===== config.mk =====
export PLATFORM = sky130hd
export DESIGN_NAME = ddr3_avmm_arbiter
export DESIGN_NICKNAME = d
export VERILOG_FILES = /design/src/rtl/ddr3_arb_pkg.sv /design/src/rtl/ddr3_arb_rd_fifo.sv /design/src/rtl/ddr3_avmm_arbiter.sv
export SDC_FILE = /design/constraint.sdc
export NUM_CORES = 1
export LEC_CHECK = 0
export CORE_AREA = 4 4 195 197
export DETAILED_ROUTE_END_ITERATION = 7
export DIE_AREA = 0 0 199 201
export HOLD_SLACK_MARGIN = 0.03
export PLACE_DENSITY = 0.45
export SLEW_MARGIN = 25
export SYNTH_ARGS = -nofsm -noshare
export SYNTH_HDL_FRONTEND = slang
export SYNTH_SLANG_ARGS = --single-unit

===== constraint.sdc =====
create_clock -name clk -period 4.5 [get_ports clk]
set_input_delay 1.125 -clock clk [delete_from_list [all_inputs] [get_ports clk]]
set_output_delay 1.125 -clock clk [all_outputs]
set_load 0.005 [all_outputs]

===== src/rtl/ddr3_arb_pkg.sv =====
// Shared types and the round-robin pick helper for the DDR3 Avalon-MM arbiter.
// Up to four requesters are supported, so ids are always two bits wide.
package ddr3_arb_pkg;

    localparam int TAG_BURST_W = 3;
    localparam int MAX_MASTERS = 4;

    typedef enum logic [0:0] {
        IDLE    = 1'b0,
        WR_LOCK = 1'b1
    } state_t;

    typedef struct packed {
        logic [1:0]             id;
        logic [TAG_BURST_W-1:0] burst;
    } rd_tag_t;

    // Bits of req above NUM_MASTERS are always zero, so scanning modulo 4
    // visits the real requesters in the same order as scanning modulo N.
    function automatic logic [1:0] rr_pick(input logic [MAX_MASTERS-1:0] req,
                                           input logic [1:0] ptr);
        logic [1:0] pick;
        logic       found;
        logic [1:0] idx;
        pick  = ptr;
        found = 1'b0;
        for (int i = 0; i < MAX_MASTERS; i++) begin
            idx = ptr + 2'(i);
            if (!found && req[idx]) begin
                pick  = idx;
                found = 1'b1;
            end
        end
        return pick;
    endfunction

endpackage


===== src/rtl/ddr3_arb_rd_fifo.sv =====
// Tracking FIFO of outstanding read commands: which master issued each read
// and how many beats it expects back.
module ddr3_arb_rd_fifo
    import ddr3_arb_pkg::*;
#(
    parameter int DEPTH = 8
) (
    input  logic    clk,
    input  logic    reset,
    input  logic    push,
    input  rd_tag_t din,
    input  logic    pop,
    output rd_tag_t head,
    output logic    full,
    output logic    empty
);

    localparam int AW = $clog2(DEPTH);

    rd_tag_t       mem [DEPTH];
    logic [AW-1:0] wr_ptr;
    logic [AW-1:0] rd_ptr;
    logic [AW:0]   count;
    logic          do_push;
    logic          do_pop;

    assign full    = (count == (AW+1)'(DEPTH));
    assign empty   = (count == '0);
    assign do_push = push && !full;
    assign do_pop  = pop && !empty;
    assign head    = mem[rd_ptr];

    always_ff @(posedge clk) begin
        if (do_push) begin
            mem[wr_ptr] <= din;
        end
    end

    always_ff @(posedge clk or posedge reset) begin
        if (reset) begin
            wr_ptr <= '0;
            rd_ptr <= '0;
            count  <= '0;
        end else begin
            if (do_push) begin
                wr_ptr <= wr_ptr + 1'b1;
            end
            if (do_pop) begin
                rd_ptr <= rd_ptr + 1'b1;
            end
            case ({do_push, do_pop})
                2'b10:   count <= count + 1'b1;
                2'b01:   count <= count - 1'b1;
                default: count <= count;
            endcase
        end
    end

endmodule


===== src/rtl/ddr3_avmm_arbiter.sv =====
// Round-robin arbiter sharing one DDR3 Avalon-MM local port among NUM_MASTERS
// requesters; write bursts hold the grant, read beats are routed back by tag.
module ddr3_avmm_arbiter
    import ddr3_arb_pkg::*;
#(
    parameter int NUM_MASTERS = 2,
    parameter int ADDR_W      = 25,
    parameter int DATA_W      = 64,
    parameter int BURST_W     = TAG_BURST_W,
    parameter int MAX_OUTST   = 8
) (
    input  logic                                    clk,
    input  logic                                    reset,
    input  logic [NUM_MASTERS-1:0][ADDR_W-1:0]      m_address,
    input  logic [NUM_MASTERS-1:0]                  m_read,
    input  logic [NUM_MASTERS-1:0]                  m_write,
    input  logic [NUM_MASTERS-1:0][DATA_W-1:0]      m_writedata,
    input  logic [NUM_MASTERS-1:0][DATA_W/8-1:0]    m_byteenable,
    input  logic [NUM_MASTERS-1:0][BURST_W-1:0]     m_burstcount,
    output logic [NUM_MASTERS-1:0]                  m_waitrequest,
    output logic [NUM_MASTERS-1:0][DATA_W-1:0]      m_readdata,
    output logic [NUM_MASTERS-1:0]                  m_readdatavalid,
    output logic [ADDR_W-1:0]                       s_address,
    output logic                                    s_read,
    output logic                                    s_write,
    output logic [DATA_W-1:0]                       s_writedata,
    output logic [DATA_W/8-1:0]                     s_byteenable,
    output logic [BURST_W-1:0]                      s_burstcount,
    input  logic                                    s_waitrequest,
    input  logic [DATA_W-1:0]                       s_readdata,
    input  logic                                    s_readdatavalid,
    output logic                                    err_unexp_rdv,
    output state_t                                  arb_state
);

    state_t                 state;
    logic [1:0]             rr_ptr;
    logic [1:0]             lock_id;
    logic [BURST_W-1:0]     beats_left;
    logic [TAG_BURST_W-1:0] rd_beats;

    logic [MAX_MASTERS-1:0] req;
    logic                   req_any;
    logic [1:0]             gid;
    logic                   granted;
    logic                   sel_read;
    logic                   sel_write;
    logic [BURST_W-1:0]     sel_burst;
    logic [BURST_W-1:0]     burst_eff;
    logic                   cmd_acc;
    logic [1:0]             next_ptr;

    logic    fifo_full;
    logic    fifo_empty;
    logic    fifo_push;
    logic    fifo_pop;
    rd_tag_t push_tag;
    rd_tag_t head;
    logic    rdv_hit;
    logic    last_beat;

    assign arb_state = state;

    // Reads drop out of arbitration while the tracking FIFO is full.
    always_comb begin
        req = '0;
        for (int i = 0; i < NUM_MASTERS; i++) begin
            req[i] = m_write[i] || (m_read[i] && !fifo_full);
        end
    end

    assign req_any = |req;

    always_comb begin
        gid = rr_pick(req, rr_ptr);
        if (state == WR_LOCK) begin
            gid = lock_id;
        end
    end

    always_comb begin
        sel_read     = 1'b0;
        sel_write    = 1'b0;
        sel_burst    = '0;
        s_address    = '0;
        s_writedata  = '0;
        s_byteenable = '0;
        for (int i = 0; i < NUM_MASTERS; i++) begin
            if (gid == 2'(i)) begin
                sel_read     = m_read[i];
                sel_write    = m_write[i];
                sel_burst    = m_burstcount[i];
                s_address    = m_address[i];
                s_writedata  = m_writedata[i];
                s_byteenable = m_byteenable[i];
            end
        end
    end

    assign s_burstcount = sel_burst;
    assign burst_eff    = (sel_burst == '0) ? BURST_W'(1) : sel_burst;

    // Strobes are gated by reset so the port goes quiet the moment reset rises.
    assign granted = !reset && ((state == WR_LOCK) || req_any);
    assign s_write = !reset && sel_write;
    assign s_read  = !reset && (state == IDLE) && sel_read && !sel_write && !fifo_full;
    assign cmd_acc = (s_read || s_write) && !s_waitrequest;

    always_comb begin
        for (int i = 0; i < NUM_MASTERS; i++) begin
            m_waitrequest[i] = (granted && gid == 2'(i)) ? s_waitrequest : 1'b1;
        end
    end

    assign next_ptr = (gid == 2'(NUM_MASTERS - 1)) ? 2'd0 : gid + 2'd1;

    always_ff @(posedge clk or posedge reset) begin
        if (reset) begin
            state      <= IDLE;
            rr_ptr     <= '0;
            lock_id    <= '0;
            beats_left <= '0;
        end else begin
            case (state)
                IDLE: begin
                    if (cmd_acc) begin
                        rr_ptr <= next_ptr;
                        if (s_write && burst_eff > BURST_W'(1)) begin
                            state      <= WR_LOCK;
                            lock_id    <= gid;
                            beats_left <= burst_eff - 1'b1;
                        end
                    end
                end
                WR_LOCK: begin
                    if (cmd_acc) begin
                        beats_left <= beats_left - 1'b1;
                        if (beats_left == BURST_W'(1)) begin
                            state <= IDLE;
                        end
                    end
                end
                default: state <= IDLE;
            endcase
        end
    end

    assign fifo_push      = s_read && !s_waitrequest;
    assign push_tag.id    = gid;
    assign push_tag.burst = TAG_BURST_W'(burst_eff);

    assign rdv_hit   = s_readdatavalid && !fifo_empty;
    assign last_beat = (rd_beats == head.burst - 1'b1);
    assign fifo_pop  = rdv_hit && last_beat;

    ddr3_arb_rd_fifo #(
        .DEPTH (MAX_OUTST)
    ) u_rd_fifo (
        .clk   (clk),
        .reset (reset),
        .push  (fifo_push),
        .din   (push_tag),
        .pop   (fifo_pop),
        .head  (head),
        .full  (fifo_full),
        .empty (fifo_empty)
    );

    always_comb begin
        for (int i = 0; i < NUM_MASTERS; i++) begin
            m_readdata[i]      = s_readdata;
            m_readdatavalid[i] = rdv_hit && (head.id == 2'(i));
        end
    end

    always_ff @(posedge clk or posedge reset) begin
        if (reset) begin
            rd_beats      <= '0;
            err_unexp_rdv <= 1'b0;
        end else begin
            if (rdv_hit) begin
                rd_beats <= last_beat ? '0 : rd_beats + 1'b1;
            end
            if (s_readdatavalid && fifo_empty) begin
                err_unexp_rdv <= 1'b1;
            end
        end
    end

endmodule


* Word level (Yosys, flattened, before mapping)
Memory sizes are Yosys's and may differ from the RTL's. Index checks and enable logic that the tools add are counted.
Cells by class: $add $sub $neg 12, magnitude comparators 5, equality and inequality tests 10, muxes and demuxes 44, bitwise operators 1, reduce and logical (&&, ||, !) cells 44
Operators with widths (number):
- 64-bit two-way mux | 2
- 25-bit two-way mux | 2
- 1-bit logical AND | 23
- 3-bit two-way mux | 7
- 1-bit two-way mux | 19
- 8-bit two-way mux | 2
- 2-bit by 3-bit less-than comparator with 1-bit output (second input constant) | 4
- 2-bit two-way mux | 5
- 3-bit by 1-bit adder with 3-bit output (second input constant) | 3
- 3-bit by 1-bit subtractor with 3-bit output (second input constant) | 3
- 1-bit binary-select mux with 2-bit select | 4
- 1-bit zero test | 8
- 4-bit one-hot mux with 2 select lines | 1
- 2-bit by 1-bit == test with 1-bit output (second input constant) | 3
- 3-bit one-hot mux with 2 select lines | 1
- 3-bit AND reduction | 2
- 2-bit by 1-bit adder with 2-bit output (second input constant) | 2
- 2-bit adder (second input constant) | 2
- 4-bit by 1-bit adder with 4-bit output (second input constant) | 1
- 4-bit == test (second input constant) | 1
- 2-bit zero test | 2
- 4-bit zero test | 1
- 1-bit logical OR | 4
- 2-bit by 1-bit != test with 1-bit output (second input constant) | 2
- other kinds (12) | 12
Word-level totals: register bits 22, bits in writable memories 40, input port bits 272, output and inout bits 236, logic and storage cells 126, memories 1
Memories:
- u_rd_fifo.mem | depth 8, bits a word 5, read ports 1, clocked after Yosys merged registers in 0, write ports 1, RTL line ddr3_arb_rd_fifo.sv:20 | rd_tag_t mem [DEPTH];

* Depth between registers and ports, before layout
Gate-level depths: netlist of run 1.
depth in word-level cells 27, depth in mapped cells 16, mapped depth without buffers 15

* By module
From an unflattened synthesis of run 1, not the netlist that was laid out.
Unflattened totals: cell total of the unflattened synthesis 709, area total of the unflattened synthesis 5517.8 sq um
By module, submodules not included:
- ddr3_avmm_arbiter | times used 1, cells an instance 583, area each 3343.2 sq um, sequential area each 300.3 sq um
- ddr3_arb_rd_fifo | times used 1, cells an instance 126, area each 2174.6 sq um, sequential area each 1451.4 sq um

* Worst setup path after synthesis of run 1
OpenSTA, ideal clock, no wires.
path type in2out, from input port m_read[0], to output port s_address[0], arrival 2.546 ns, required time 3.375 ns, path slack 0.829 ns, cell stages on the path 8, path buffers 2, path through o21bai_1 o21ai_0 a41o_2 inv_8 clkbuf_1 buf_2 nand2_1 a21oi_1
Between the ends: cells in the longest elaborated chain, start to end 18, elaborated cells between the ends (all ways) 27, those cells by class eq/ne (1); mux (17); reduce/logical (9)
Ends and longest elaborated chain:
- from (decl) | RTL line ddr3_avmm_arbiter.sv:15 | input logic [NUM_MASTERS-1:0] m_read,
- 1-bit logical AND (*) | RTL line ddr3_avmm_arbiter.sv:68 | req[i] = m_write[i] || (m_read[i] && !fifo_full);
- 1-bit logical OR (*) | RTL line ddr3_avmm_arbiter.sv:68
- 1-bit binary-select mux with 2-bit select | RTL line ddr3_arb_pkg.sv:29 | if (!found && req[idx]) begin
- 1-bit two-way mux (not written as such) | RTL line ddr3_arb_pkg.sv:29
- 1-bit two-way mux | RTL line ddr3_arb_pkg.sv:29
- 1-bit zero test | RTL line ddr3_arb_pkg.sv:29
- 1-bit logical AND | RTL line ddr3_arb_pkg.sv:29
- 1-bit two-way mux | RTL line ddr3_arb_pkg.sv:29
- (+2 left out)
- 1-bit two-way mux | RTL line ddr3_arb_pkg.sv:29
- 1-bit zero test | RTL line ddr3_arb_pkg.sv:29
- 1-bit logical AND | RTL line ddr3_arb_pkg.sv:29
- 2-bit two-way mux (*) | RTL line ddr3_arb_pkg.sv:29
- 2-bit two-way mux (*) | RTL line ddr3_avmm_arbiter.sv:76 | if (state == WR_LOCK) begin
- 2-bit zero test | RTL line ddr3_avmm_arbiter.sv:89 | if (gid == 2'(i)) begin
- 25-bit two-way mux | RTL line ddr3_avmm_arbiter.sv:89
- 25-bit two-way mux (*) | RTL line ddr3_avmm_arbiter.sv:89
- to (decl) | RTL line ddr3_avmm_arbiter.sv:23 | output logic [ADDR_W-1:0] s_address,
Every way passes the cells marked *; elsewhere a longest branch is shown, timed or not. The select of a mux whose other input is x is not followed.

* Final worst setup path of run 1
from input port m_write[1], to output port s_writedata[54]
Between the ends: cells in the longest elaborated chain, start to end 17, elaborated cells between the ends (all ways) 26, those cells by class eq/ne (1); mux (17); reduce/logical (8)
Ends and longest elaborated chain:
- from (decl) | RTL line ddr3_avmm_arbiter.sv:16 | input logic [NUM_MASTERS-1:0] m_write,
- 1-bit logical OR (*) | RTL line ddr3_avmm_arbiter.sv:68
- 1-bit binary-select mux with 2-bit select | RTL line ddr3_arb_pkg.sv:29
- 1-bit two-way mux (not written as such) | RTL line ddr3_arb_pkg.sv:29
- 1-bit two-way mux | RTL line ddr3_arb_pkg.sv:29
- 1-bit zero test | RTL line ddr3_arb_pkg.sv:29
- 1-bit logical AND | RTL line ddr3_arb_pkg.sv:29
- 1-bit two-way mux | RTL line ddr3_arb_pkg.sv:29
- 1-bit zero test | RTL line ddr3_arb_pkg.sv:29
- 1-bit logical AND | RTL line ddr3_arb_pkg.sv:29
- 1-bit two-way mux | RTL line ddr3_arb_pkg.sv:29
- 1-bit zero test | RTL line ddr3_arb_pkg.sv:29
- 1-bit logical AND | RTL line ddr3_arb_pkg.sv:29
- 2-bit two-way mux (*) | RTL line ddr3_arb_pkg.sv:29
- 2-bit two-way mux (*) | RTL line ddr3_avmm_arbiter.sv:76
- 2-bit zero test | RTL line ddr3_avmm_arbiter.sv:89
- 64-bit two-way mux | RTL line ddr3_avmm_arbiter.sv:89
- 64-bit two-way mux (*) | RTL line ddr3_avmm_arbiter.sv:89
- to (decl) | RTL line ddr3_avmm_arbiter.sv:26 | output logic [DATA_W-1:0] s_writedata,
Marked as above.

==> results of run 1 <==
## cell type report
cell class / count / area (um2)
antenna: 1 / 2.50
clock buffer: 14 / 254
clock inverter: 2 / 8.76
fill: 4041 / 26800
inverter: 14 / 68.8
multi-input combinational: 468 / 2780
sequential: 62 / 1750
tap: 468 / 586
timing repair buffer: 403 / 3980
timing repair inverter: 1 / 20.0
## metal layers
metal  global-route usage, %  up-vias  part of all wire [%]
li1                        -     2758                     -
met2                    27.0      314                    50
met4                    4.71        4                   3.4
met5                       0        -                 0.093
met3                    6.24       50                   9.1
met1                    18.2     2723                    38
## stage by stage
| step | setup TNS, ns | total power [uW] | utilization, % | hold slack, ns | worst slack, ns |
|---|---|---|---|---|---|
| 2_1_floorplan | 0 | 2740 | - | 0.451 | 0.829 |
| 3_5_place_dp | -16.14 | 4900 | 24.1 | 0.450 | -0.417 |
| 3_3_place_gp | -15.93 | 4880 | 24.1 | 0.437 | -0.396 |
| 6_report | 0 | 5910 | 26.1 | 0.457 | 0.129 |
| 4_1_cts | -0.0979 | 6010 | 25.8 | 0.459 | -0.0979 |
| 5_1_grt | 0 | 6340 | 26.1 | 0.480 | 0.0294 |
## sequential cells by signal, summed over array words and instances, names as in the netlist
signal / count
u_rd_fifo.count: 4
err_unexp_rdv: 1
arb_state: 1
rr_ptr: 2
u_rd_fifo.rd_ptr: 3
lock_id: 2
u_rd_fifo.mem: 40
rd_beats: 3
beats_left: 3
u_rd_fifo.wr_ptr: 3
## layout by cell type (no fill, tap or decap), types with 4 or more instances in the layout
cell type | netlist | final
a21oi_1 | 100 | 93
a21oi_2 | 0 | 6
and2b_2 | 4 | 4
buf_12 | 0 | 10
buf_16 | 0 | 4
buf_4 | 129 | 72
clkbuf_1 | 21 | 4
clkbuf_16 | 0 | 10
clkdlybuf4s50_1 | 0 | 209
dfrtp_1 | 22 | 22
dlygate4sd2_1 | 0 | 91
dlymetal6s2s_1 | 0 | 5
edfxtp_1 | 40 | 40
ha_1 | 11 | 11
inv_1 | 12 | 12
mux2i_1 | 9 | 9
mux4_2 | 10 | 10
nand2_1 | 216 | 212
nand2_2 | 1 | 4
nand2b_1 | 4 | 4
nand3_1 | 10 | 10
nor2_1 | 23 | 23
nor3_1 | 7 | 7
o21ai_0 | 8 | 7
xnor2_1 | 7 | 7
xor2_1 | 6 | 6
## cells by family (layout without fill, tap and decap cells)
logic type	Yosys count	after routing	share of synthesized area, %
AOI/OAI and AO/OA	134	134	14.3
buffers and inverters	181	434	21.5
and+or+nand+nor	286	286	21.7
adders and majority gates	11	11	2.44
muxes	24	24	6.90
DFF	62	62	31.1
xor gates and xnor gates	13	13	2.02
other	0	1	0
## report_power, final
part           total (uW)  leakage [uW]  switching [uW]  internal (uW)
clock                 606      0.000128             222            385
sequential            892      0.000624             149            742
combinational        4410       0.00320            2150           2260
## what timing repair did
item                       4_1_cts  5_1_grt
buffers inserted                18        5
pin swaps                        5        1
hold buffers                     0        0
gates cloned                     7        1
resized for setup              140       20
hold endpoints to repair         0        0
setup endpoints to repair      101       14
## worst max path at each step
stage	endpoint	cells after the start	startpoint	slack, ns
after global placement	m_waitrequest[0]	10	m_read[0]	-0.40
final	s_writedata[54]	10	m_write[1]	0.13
after CTS	s_writedata[26]	9	m_write[1]	-0.1
after detailed placement	m_waitrequest[0]	11	m_write[0]	-0.42
after global routing	s_writedata[15]	11	m_write[1]	0.03
after floorplan	s_address[0]	8	m_read[0]	0.83
==> results.md, run 1 <==
- CTS Buffer Depth: 2
- DRC: 0
- Net Count, Synth: 994
- Syn Area/Cell: 7.93 um2
- Clk Tree Root Cell: clkbuf_16
- Max Freq: 229 MHz
- Port Buffers: 315
- Worst Setup End Kind: output pin
- Clk_lat worst skew: ~0.32 ns
- Slowest-stage cell, CP: clkdlybuf4s50_1
- Setup Skew: 0.00560 ns
- Asr flop ratio synth: between 30% and 40%
- Fin nets: 1242
- Via-to-Cell Ratio: 4.08
- Max Slew Vio Count: 0
- Starting Density: 15.6%
- Placed instance area: 0.00873 mm2
- Number of synthesized flops with an enable pin: 40
- Placed Cells incl. Taps: 1385
- Count leader, synth: nand2_1
- Crit path largest cell delay: 0.42 ns
- Post-synth top cells: 216 x nand2_1, 129 x buf_4, 100 x a21oi_1
- First-pass iteration count of the detailed router: 5
- Final Setup Violations: 0
- Most used DFF post-synth: edfxtp_1
- Outcome: finished, final reports clean
- Clock-pin slew on the worst setup and hold paths: 0.05 ns
- CTS H-tree lvls: 3
- GP Congestion: 0.903
- RR Endpoint: u_rd_fifo.count[2]$_DFFE_PP0P_
- Worst hold endpoint: err_unexp_rdv$_DFFE_PP0P_
- Die Y: 201 um
- Max FO, Critical Path: 10
- Die ar.: about 0.040 mm2
- I/O pin count: 508
- Seq/Total Area, Yosys: between 30% and 40%
- DP HPWL: 26.5 mm
- FF+latch count, synth: 62
- Worst Hold Class: flip-flop to flip-flop
- GRT overflow: 0
- Cell variety after synth: 64
- Min Tclk post-route: between 4 and 5 ns
- Reg2Reg Setup Slack: 0.76 ns
- Crit path buffers/inverters: 5
- Gr usage total: 15.8%
- Top-area cell type share of the netlist area: 21.3%
- CTS sink cnt: 62
- Die X: 199 um
- Vias in the first global route: 5949
- Period utilization: a little over nine tenths
- Row count: 70
- WP data required: approximately 3.4 ns
- Arr. time, crit path: 3.25 ns
- Worst r2r src: u_rd_fifo.rd_ptr[0]$_DFFE_PP0P_
- Number of routed nets with antenna violations: 0
- Cells on worst reg2reg path: 16
- Area contributors post-synth: edfxtp_1 21%, buf_4 17%, nand2_1 14%
- Layout Cell Area excl Fill: roughly 0.0095 mm2
- Slew @ Worst Pin: about 0.9 ns
- WL/cell: 23.2 um
- Synth Instances: just over 700
- CP Class: input port to output pin
- Top delay family on crit path: buffers and inverters
- Initial antenna violation count: 5
- Cell taking the most area after synthesis: edfxtp_1
- RSZ-0062 raised after global routing: no
- Layout cells sized above 1: 16.8%
- Max-slew headroom: around two fifths
- First-pass GRT wire length: roughly 45 mm
- Largest net degree at the start of global routing: 49
- Element type at the critical path start: input port
- Number of warnings issued by yosys: 0
- Final Hold Viols: 0
- Leak pwr: a little under 0.004 uW
- Worst-path cell chain: clkdlybuf4s50_1 > or2_4 > nand3_1 > a41o_4 > buf_4 > buf_12 > bufbuf_16 > nand2_1 > a21oi_1 > dlygate4sd2_1
- Via Count: 5849
- Mapped Area: 0.00564 mm2
- Routed WL: 33.2 mm
- Max-Cap Viols: 0
- Power Dens Cells: 625 mW/mm2
- CTS tree: done
- Hold depth: 1
- DRT iter0 DRCs: 379
- Worst IR drop on VDD: ~240 uV
- Num CTS Buffers: 9
- CORE AREA: 0.0363 mm2
- Area delta synth->final: 67.7%
- Finished Layout Cells: between 1000 and 1500
- Hold Startpoint: err_unexp_rdv$_DFFE_PP0P_
Power figures use the tool's default switching activity.
==> inputs of run 2 (changes only) <==
--- a/config.mk
+++ b/config.mk
@@ -5,9 +5,10 @@
 export SDC_FILE = /design/constraint.sdc
 export NUM_CORES = 1
 export LEC_CHECK = 0
-export CORE_AREA = 4 4 195 197
+export CORE_AREA = 4 4 194 196
+export CTS_BUF_LIST = sky130_fd_sc_hd__clkbuf_16
 export DETAILED_ROUTE_END_ITERATION = 7
-export DIE_AREA = 0 0 199 201
+export DIE_AREA = 0 0 198 200
 export HOLD_SLACK_MARGIN = 0.03
 export PLACE_DENSITY = 0.45
 export SLEW_MARGIN = 25
==> run 2 against run 1 <==
Against the previous run:
- combinational power decreased by 0.9%
- critical path type unchanged
- clock skew barely moved
- critical endpoint is now s_writedata[50]
- fmax decreased by 1.3%
==> results.md, run 2 (same netlist as run 1, synthesis figures left out) <==
- Via-to-Cell Ratio: 3.98 (was 4.08)
- Leak pwr: 0.00396 uW (about the same)
- Footprint of the multi-input gates: 0.00277 mm2 (was 0.00278 mm2)
- Max-slew headroom: 41.7% (was 40.5%)
- Element type at the critical path start: input port (unchanged)
- Slowest-stage cell, CP: clkdlybuf4s50_1 (unchanged)
- Top delay family on crit path: buffers and inverters (unchanged)
- Largest register FFs: 40 (unchanged)
- DP HPWL: 24.9 mm (was 26.5 mm)
- Largest net degree at the start of global routing: 55 (was 49)
- Max-Cap Viols: 0 (unchanged)
- Power Dens Cells: 617 mW/mm2 (was 625 mW/mm2)
- CP Class: input port to output pin (unchanged)
- Max Freq: 226 MHz (was 229 MHz)
- Worst Hold Class: flip-flop to flip-flop (unchanged)
- Via Count: 5746 (was 5849)
- Slew @ Worst Pin: 0.870 ns (was 0.892 ns)
- DRC: 0 (unchanged)
- Layout cells sized above 1: 16.8% (about the same)
- Worst Setup End Kind: output pin (unchanged)
- Crit path buffers/inverters: 7 (was 5)
- CTS H-tree lvls: 3 (unchanged)
- I/O pin count: 508 (unchanged)
- Most frequent cells in the layout: 214 x nand2_1, 212 x clkdlybuf4s50_1, 93 x a21oi_1, 92 x dlygate4sd2_1, 71 x buf_4 (was 212 x nand2_1, 209 x clkdlybuf4s50_1, 93 x a21oi_1, 91 x dlygate4sd2_1, 72 x buf_4)
- CTS tree: done (unchanged)
- Row count: 70 (unchanged)
- CORE AREA: 0.0361 mm2 (was 0.0363 mm2)
- Worst IR drop on VDD: 320 uV (was 240 uV)
- Final worst slack: 0.0689 ns (was 0.129 ns)
- Number of routed nets with antenna violations: 0 (unchanged)
- Crit path largest cell delay: 0.43 ns (was 0.42 ns)
- Final Setup Violations: 0 (unchanged)
- Top cell by count, worst path: buf_4
- TNS Setup: 0 ns (unchanged)
- WL/cell: 21.7 um (was 23.2 um)
- GRT overflow: 0 (unchanged)
- Gr usage total: 14.8% (was 15.8%)
- Die Y: 200 um (was 201 um)
- Reg with most FFs: u_rd_fifo.mem (unchanged)
- First-pass GRT wire length: 42.8 mm (was 45.2 mm)
- Clk Tree Root Cell: clkbuf_16 (unchanged)
- Outcome: finished, final reports clean (unchanged)
- Starting Density: 15.6% (about the same)
- Routed WL: 31.4 mm (was 33.2 mm)
- Period utilization: 98.5% (was 97.1%)
- Port Buffers: 315 (unchanged)
- Die X: 198 um (was 199 um)
- Num CTS Buffers: 9 (unchanged)
- Vias in the first global route: 5847 (was 5949)
- Setup Skew: 0.00515 ns (was 0.00560 ns)
- RSZ-0062 raised after global routing: yes (was no)
- Clock-pin slew on the worst setup and hold paths: 0.06 ns (was 0.05 ns)
- Initial antenna violation count: 3 (was 5)
- Biggest registers after layout: u_rd_fifo.mem (40), u_rd_fifo.count (4) (unchanged)
- Worst-path cell chain: clkdlybuf4s50_1 > buf_4 > nor2b_4 > nand3_2 > buf_6 > a41o_4 > buf_4 > buf_16 > buf_4 > nand2_1 > a21oi_1 > dlygate4sd2_1 (was clkdlybuf4s50_1 > or2_4 > nand3_1 > a41o_4 > buf_4 > buf_12 > bufbuf_16 > nand2_1 > a21oi_1 > dlygate4sd2_1)
- Fin nets: 1250 (was 1242)
- DRT iter0 DRCs: 262 (was 379)
- Arr. time, crit path: 3.31 ns (was 3.25 ns)
- Final Hold Viols: 0 (unchanged)
- Max FO, Critical Path: 7 (was 10)
- GP Congestion: 0.812 (was 0.903)
- Die ar.: 0.0396 mm2 (was 0.0400 mm2)
- CTS sink cnt: 62 (unchanged)
- WP data required: 3.38 ns (about the same)
- Clk_lat worst skew: 0.32 ns (about the same)
- Filler cells: 3963 (was 4041)
- Min Tclk post-route: 4.43 ns (was 4.37 ns)
- Place WS: -0.312 ns (was -0.417 ns)
- First-pass iteration count of the detailed router: 4 (was 5)
- Area delta synth->final: 68.5% (was 67.7%)
- Most common cell after layout, fill and taps aside: nand2_1 (unchanged)
- Max Slew Vio Count: 0 (unchanged)
- Final core utilization: 26.3% (was 26.1%)
- FF/Latch Area: 0.00175 mm2 (unchanged)
- CTS Buffer Depth: 2 (unchanged)
==> run 2: cell count changes in the layout (fill, tap and decap cells not counted), moves of 2 or more <==
cell and delta:
clkbuf_1 -4, clkdlybuf4s50_1 +3, buf_6 +4, dlymetal6s2s_1 -2, clkinv_2 +2, nand2_2 -2
nand2_1 +2, clkbuf_2 -3, buf_2 -3, clkinvlp_4 +3, clkdlybuf4s15_1 +8, inv_8 +3
bufbuf_16 -2
==> run 2: area by class of cell <==
cell class | count | share of cell area, %
clock buffers | 9 | 2.37
diodes | 2 | 0.0527
multi-input cells | 469 | 29.2
flip-flops and latches | 62 | 18.4
inverters | 14 | 0.724
clock inverters | 7 | 0.435
repair inverters | 3 | 0.356
repair buffers | 408 | 42.3
well taps | 468 | 6.16
==> run 2: repair_timing <==
item | CTS | global route
buffers inserted | 13 | 2
endpoints found under the setup margin | 102 | 13
hold buffers | 0 | 0
pin swaps | 4 | 2
gates cloned | 9 | 0
gates resized for setup | 131 | 16
==> run 2: power by group <==
part           switching (uW)  internal (uW)
sequential                142            742
clock                     245            367
combinational            2100           2270
==> run 2: metal layers <==
layer | vias up | part of all wire (%) | global-route usage [%]
met5 | - | 0.022 | 0.119
met4 | 2 | 1.1 | 2.22
met3 | 25 | 11 | 5.98
met2 | 285 | 51 | 25.9
met1 | 2652 | 37 | 17.6
li1 | 2782 | - | -
==> run 2: path summary, 6_finish.rpt <==
path	slack (ns)	from	cells after the start	to
worst min register to register	0.45	err_unexp_rdv$_DFFE_PP0P_	1	err_unexp_rdv$_DFFE_PP0P_
worst max register to register	0.77	u_rd_fifo.count[1]$_DFFE_PP0P_	16	beats_left[2]$_DFFE_PP0P_
worst max-delay path	0.07	m_write[0]	12	s_writedata[50]
worst min-delay path	0.45	err_unexp_rdv$_DFFE_PP0P_	1	err_unexp_rdv$_DFFE_PP0P_
max in group asynchronous	2.68	reset	3	rd_beats[0]$_DFFE_PP0P_
min in group asynchronous	1.41	reset	3	rr_ptr[0]$_DFFE_PP0P_
==> run 2: through the flow <==
| step | hold WS (ns) | area (um2) | total power (uW) | instances |
|---|---|---|---|---|
| global placement | 0.437 | 8900 | 4970 | 1400 |
| detailed placement | 0.443 | 8900 | 4970 | 1400 |
| finish | 0.452 | 9500 | 5860 | 1442 |
| CTS | 0.456 | 9450 | 5960 | 1438 |
| floorplan | 0.451 | 5640 | 2740 | 711 |
| global route | 0.472 | 9500 | 6340 | 1440 |
==> inputs of run 3 (changes only) <==
--- a/config.mk
+++ b/config.mk
@@ -11,6 +11,7 @@
 export DIE_AREA = 0 0 198 200
 export HOLD_SLACK_MARGIN = 0.03
 export PLACE_DENSITY = 0.45
+export RECOVER_POWER = 100
 export SLEW_MARGIN = 25
 export SYNTH_ARGS = -nofsm -noshare
 export SYNTH_HDL_FRONTEND = slang
==> run 3 against run 2 <==
Against the previous run:
- worst setup slack about the same
- final cell count unchanged
- combinational power about the same
- sequential share of layout area increased by 0.068 points
- wire length increased by 0.12%
- clock power about the same
- critical endpoint unchanged
- non-clock buffer count unchanged
- largest power group unchanged
- worst hold slack got worse by 0.0069 ns
- die area unchanged
==> results.md, run 3 (same netlist as run 1, synthesis figures left out) <==
- Outcome: finished, final reports clean (unchanged)
- Die X: 198 um (unchanged)
- Biggest registers after layout: u_rd_fifo.mem (40), u_rd_fifo.count (4) (unchanged)
- Power Dens Cells: 618 mW/mm2 (was 617 mW/mm2)
- Via Count: 5763 (was 5746)
- Pint: 3370 uW (was 3380 uW)
- Critical Path Start: m_write[0] (unchanged)
- Min Tclk post-route: 4.43 ns (about the same)
- GP Congestion: 0.812 (unchanged)
- Layout Cell Area excl Fill: 0.00947 mm2 (was 0.00950 mm2)
- I/O pin count: 508 (unchanged)
- Layout cells sized above 1: 16.3% (was 16.8%)
- Initial antenna violation count: 3 (unchanged)
- Area delta synth->final: 67.9% (was 68.5%)
- Number of routed nets with antenna violations: 0 (unchanged)
- Clock-pin slew on the worst setup and hold paths: 0.05 ns (was 0.06 ns)
- Routed WL: 31.4 mm (about the same)
- Row count: 70 (unchanged)
- Fin nets: 1250 (unchanged)
- WP data required: 3.38 ns (about the same)
- Cells on worst reg2reg path: 16 (unchanged)
- Slew @ Worst Pin: 1.29 ns (was 0.870 ns)
- Most frequent cells in the layout: 214 x nand2_1, 208 x clkdlybuf4s50_1, 93 x a21oi_1, 92 x dlygate4sd2_1, 68 x buf_4 (was 214 x nand2_1, 212 x clkdlybuf4s50_1, 93 x a21oi_1, 92 x dlygate4sd2_1, 71 x buf_4)
- CORE AREA: 0.0361 mm2 (unchanged)
- Starting Density: 15.6% (unchanged)
- GRT overflow: 0 (unchanged)
- Element type at the critical path start: input port (unchanged)
- Worst Hold Class: flip-flop to flip-flop (unchanged)
- Clock power share: 10.4% (about the same)
- P_sw: 2480 uW (was 2490 uW)
- Period utilization: 98.5% (about the same)
- Worst Setup End Kind: output pin (unchanged)
- Port Buffers: 315 (unchanged)
- RSZ-0062 raised after global routing: yes (unchanged)
- Via-to-Cell Ratio: 4.00 (was 3.98)
- Hold Slack: 0.445 ns (was 0.452 ns)
- DRT iter0 DRCs: 272 (was 262)
- Die ar.: 0.0396 mm2 (unchanged)
- Largest register FFs: 40 (unchanged)
- Reg with most FFs: u_rd_fifo.mem (unchanged)
- Most common cell after layout, fill and taps aside: nand2_1 (unchanged)
- Reg2Reg Setup Slack: 0.77 ns (about the same)
- Num CTS Buffers: 9 (unchanged)
- DRC: 0 (unchanged)
- Gr usage total: 14.8% (unchanged)
- Critical Path End: s_writedata[50] (unchanged)
- Sw frac: 42.4% (about the same)
- Max Slew Vio Count: 0 (unchanged)
- Leak pwr: 0.00394 uW (was 0.00396 uW)
- Worst IR drop on VDD: 296 uV (was 320 uV)
- Vias in the first global route: 5847 (unchanged)
- Worst r2r src: u_rd_fifo.count[1]$_DFFE_PP0P_ (unchanged)
- RR Endpoint: beats_left[2]$_DFFE_PP0P_ (unchanged)
- Final Setup Violations: 0 (unchanged)
- Register share of total power: 15.1% (about the same)
- Max-slew headroom: 11.5% (was 41.7%)
- Max Freq: 226 MHz (about the same)
- Die Y: 200 um (unchanged)
- CTS H-tree lvls: 3 (unchanged)
- Arr. time, crit path: 3.31 ns (about the same)
- DP HPWL: 24.9 mm (unchanged)
- CP Class: input port to output pin (unchanged)
- CTS sink cnt: 62 (unchanged)
- CTS Buffer Depth: 2 (unchanged)
- CTS tree: done (unchanged)
- Hold-fix buffers, CTS: 0 (unchanged)
- Final Hold Viols: 0 (unchanged)
- Clk_lat worst skew: 0.32 ns (about the same)
- Clk Tree Root Cell: clkbuf_16 (unchanged)
- Max-Cap Viols: 0 (unchanged)
- Largest net degree at the start of global routing: 55 (unchanged)
- Placed instance area: 0.00890 mm2 (unchanged)
- Setup Skew: 0.00405 ns (was 0.00515 ns)
- WL/cell: 21.8 um (was 21.7 um)
- Share of power burned in combinational logic: 74.5% (about the same)
- First-pass iteration count of the detailed router: 4 (unchanged)
- Max FO, Critical Path: 7 (unchanged)
- First-pass GRT wire length: 42.8 mm (unchanged)
[run 3: changes by cell type in the layout (fill, tap and decap cells not counted), sizes merged]
cell and change:
clkdlybuf4s50 -4, dlygate4sd3 +4, buf -3, clkbuf +3
[run 3: cell type report]
type	instances	area (um2)
timing repair inverter	3	33.8
clock inverter	7	41.3
antenna	2	5.00
multi-input combinational	469	2750
fill	3972	26600
sequential	62	1750
inverter	14	68.8
tap	468	586
timing repair buffer	408	4010
clock buffer	9	225
[run 3: worst min-delay path by stage]
stage	to	slack, ns	cells after the start	startpoint
floorplan	err_unexp_rdv$_DFFE_PP0P_	0.45	1	err_unexp_rdv$_DFFE_PP0P_
global placement	err_unexp_rdv$_DFFE_PP0P_	0.44	1	err_unexp_rdv$_DFFE_PP0P_
detailed placement	err_unexp_rdv$_DFFE_PP0P_	0.44	1	err_unexp_rdv$_DFFE_PP0P_
CTS	err_unexp_rdv$_DFFE_PP0P_	0.46	1	err_unexp_rdv$_DFFE_PP0P_
global route	err_unexp_rdv$_DFFE_PP0P_	0.47	1	err_unexp_rdv$_DFFE_PP0P_
finish	err_unexp_rdv$_DFFE_PP0P_	0.44	1	err_unexp_rdv$_DFFE_PP0P_
[run 3: critical path, stage by stage]
cell             delay, ns
clkdlybuf4s50_1       0.43
buf_4                 0.16
nor2b_4               0.12
nand3_2               0.11
buf_6                 0.15
a41o_4                0.31
buf_4                 0.16
buf_16                0.14
buf_4                 0.16
nand2_1               0.06
a21oi_1               0.08
dlygate4sd2_1         0.28
[run 3: layer usage]
metal / global-route usage, % / share of wire, %
met5: 0.119 / 0.022
met4: 2.22 / 1.1
met3: 5.98 / 10
met2: 25.9 / 51
met1: 17.6 / 37
[run 3: timing repair]
item / CTS / global route
gates cloned: 9 / 0
hold endpoints to repair: 0 / 0
pin swaps: 4 / 2
resized for setup: 131 / 16
endpoints found under the setup margin: 102 / 13
setup buffers: 13 / 2
[run 3: stage by stage]
stage | total power [uW] | setup slack, ns | util, % | cells | setup TNS [ns]
final | 5850 | 0.0686 | 26.2 | 1442 | 0
after global routing | 6320 | -0.00359 | 26.2 | 1441 | -0.00651
after CTS | 5960 | 0.0155 | 26.2 | 1438 | 0
after detailed placement | 4970 | -0.312 | 24.7 | 1400 | -13.14
after global placement | 4970 | -0.316 | 24.7 | 1400 | -11.92
after floorplan | 2740 | 0.829 | - | 711 | 0
[run 3: power groups by stage]
stage	registers [uW]	logic (uW)	clock network [uW]
global placement	899	4070	0
global route	909	4760	652
detailed placement	897	4080	0
CTS	887	4450	630
finish	884	4360	610
floorplan	824	1920	0
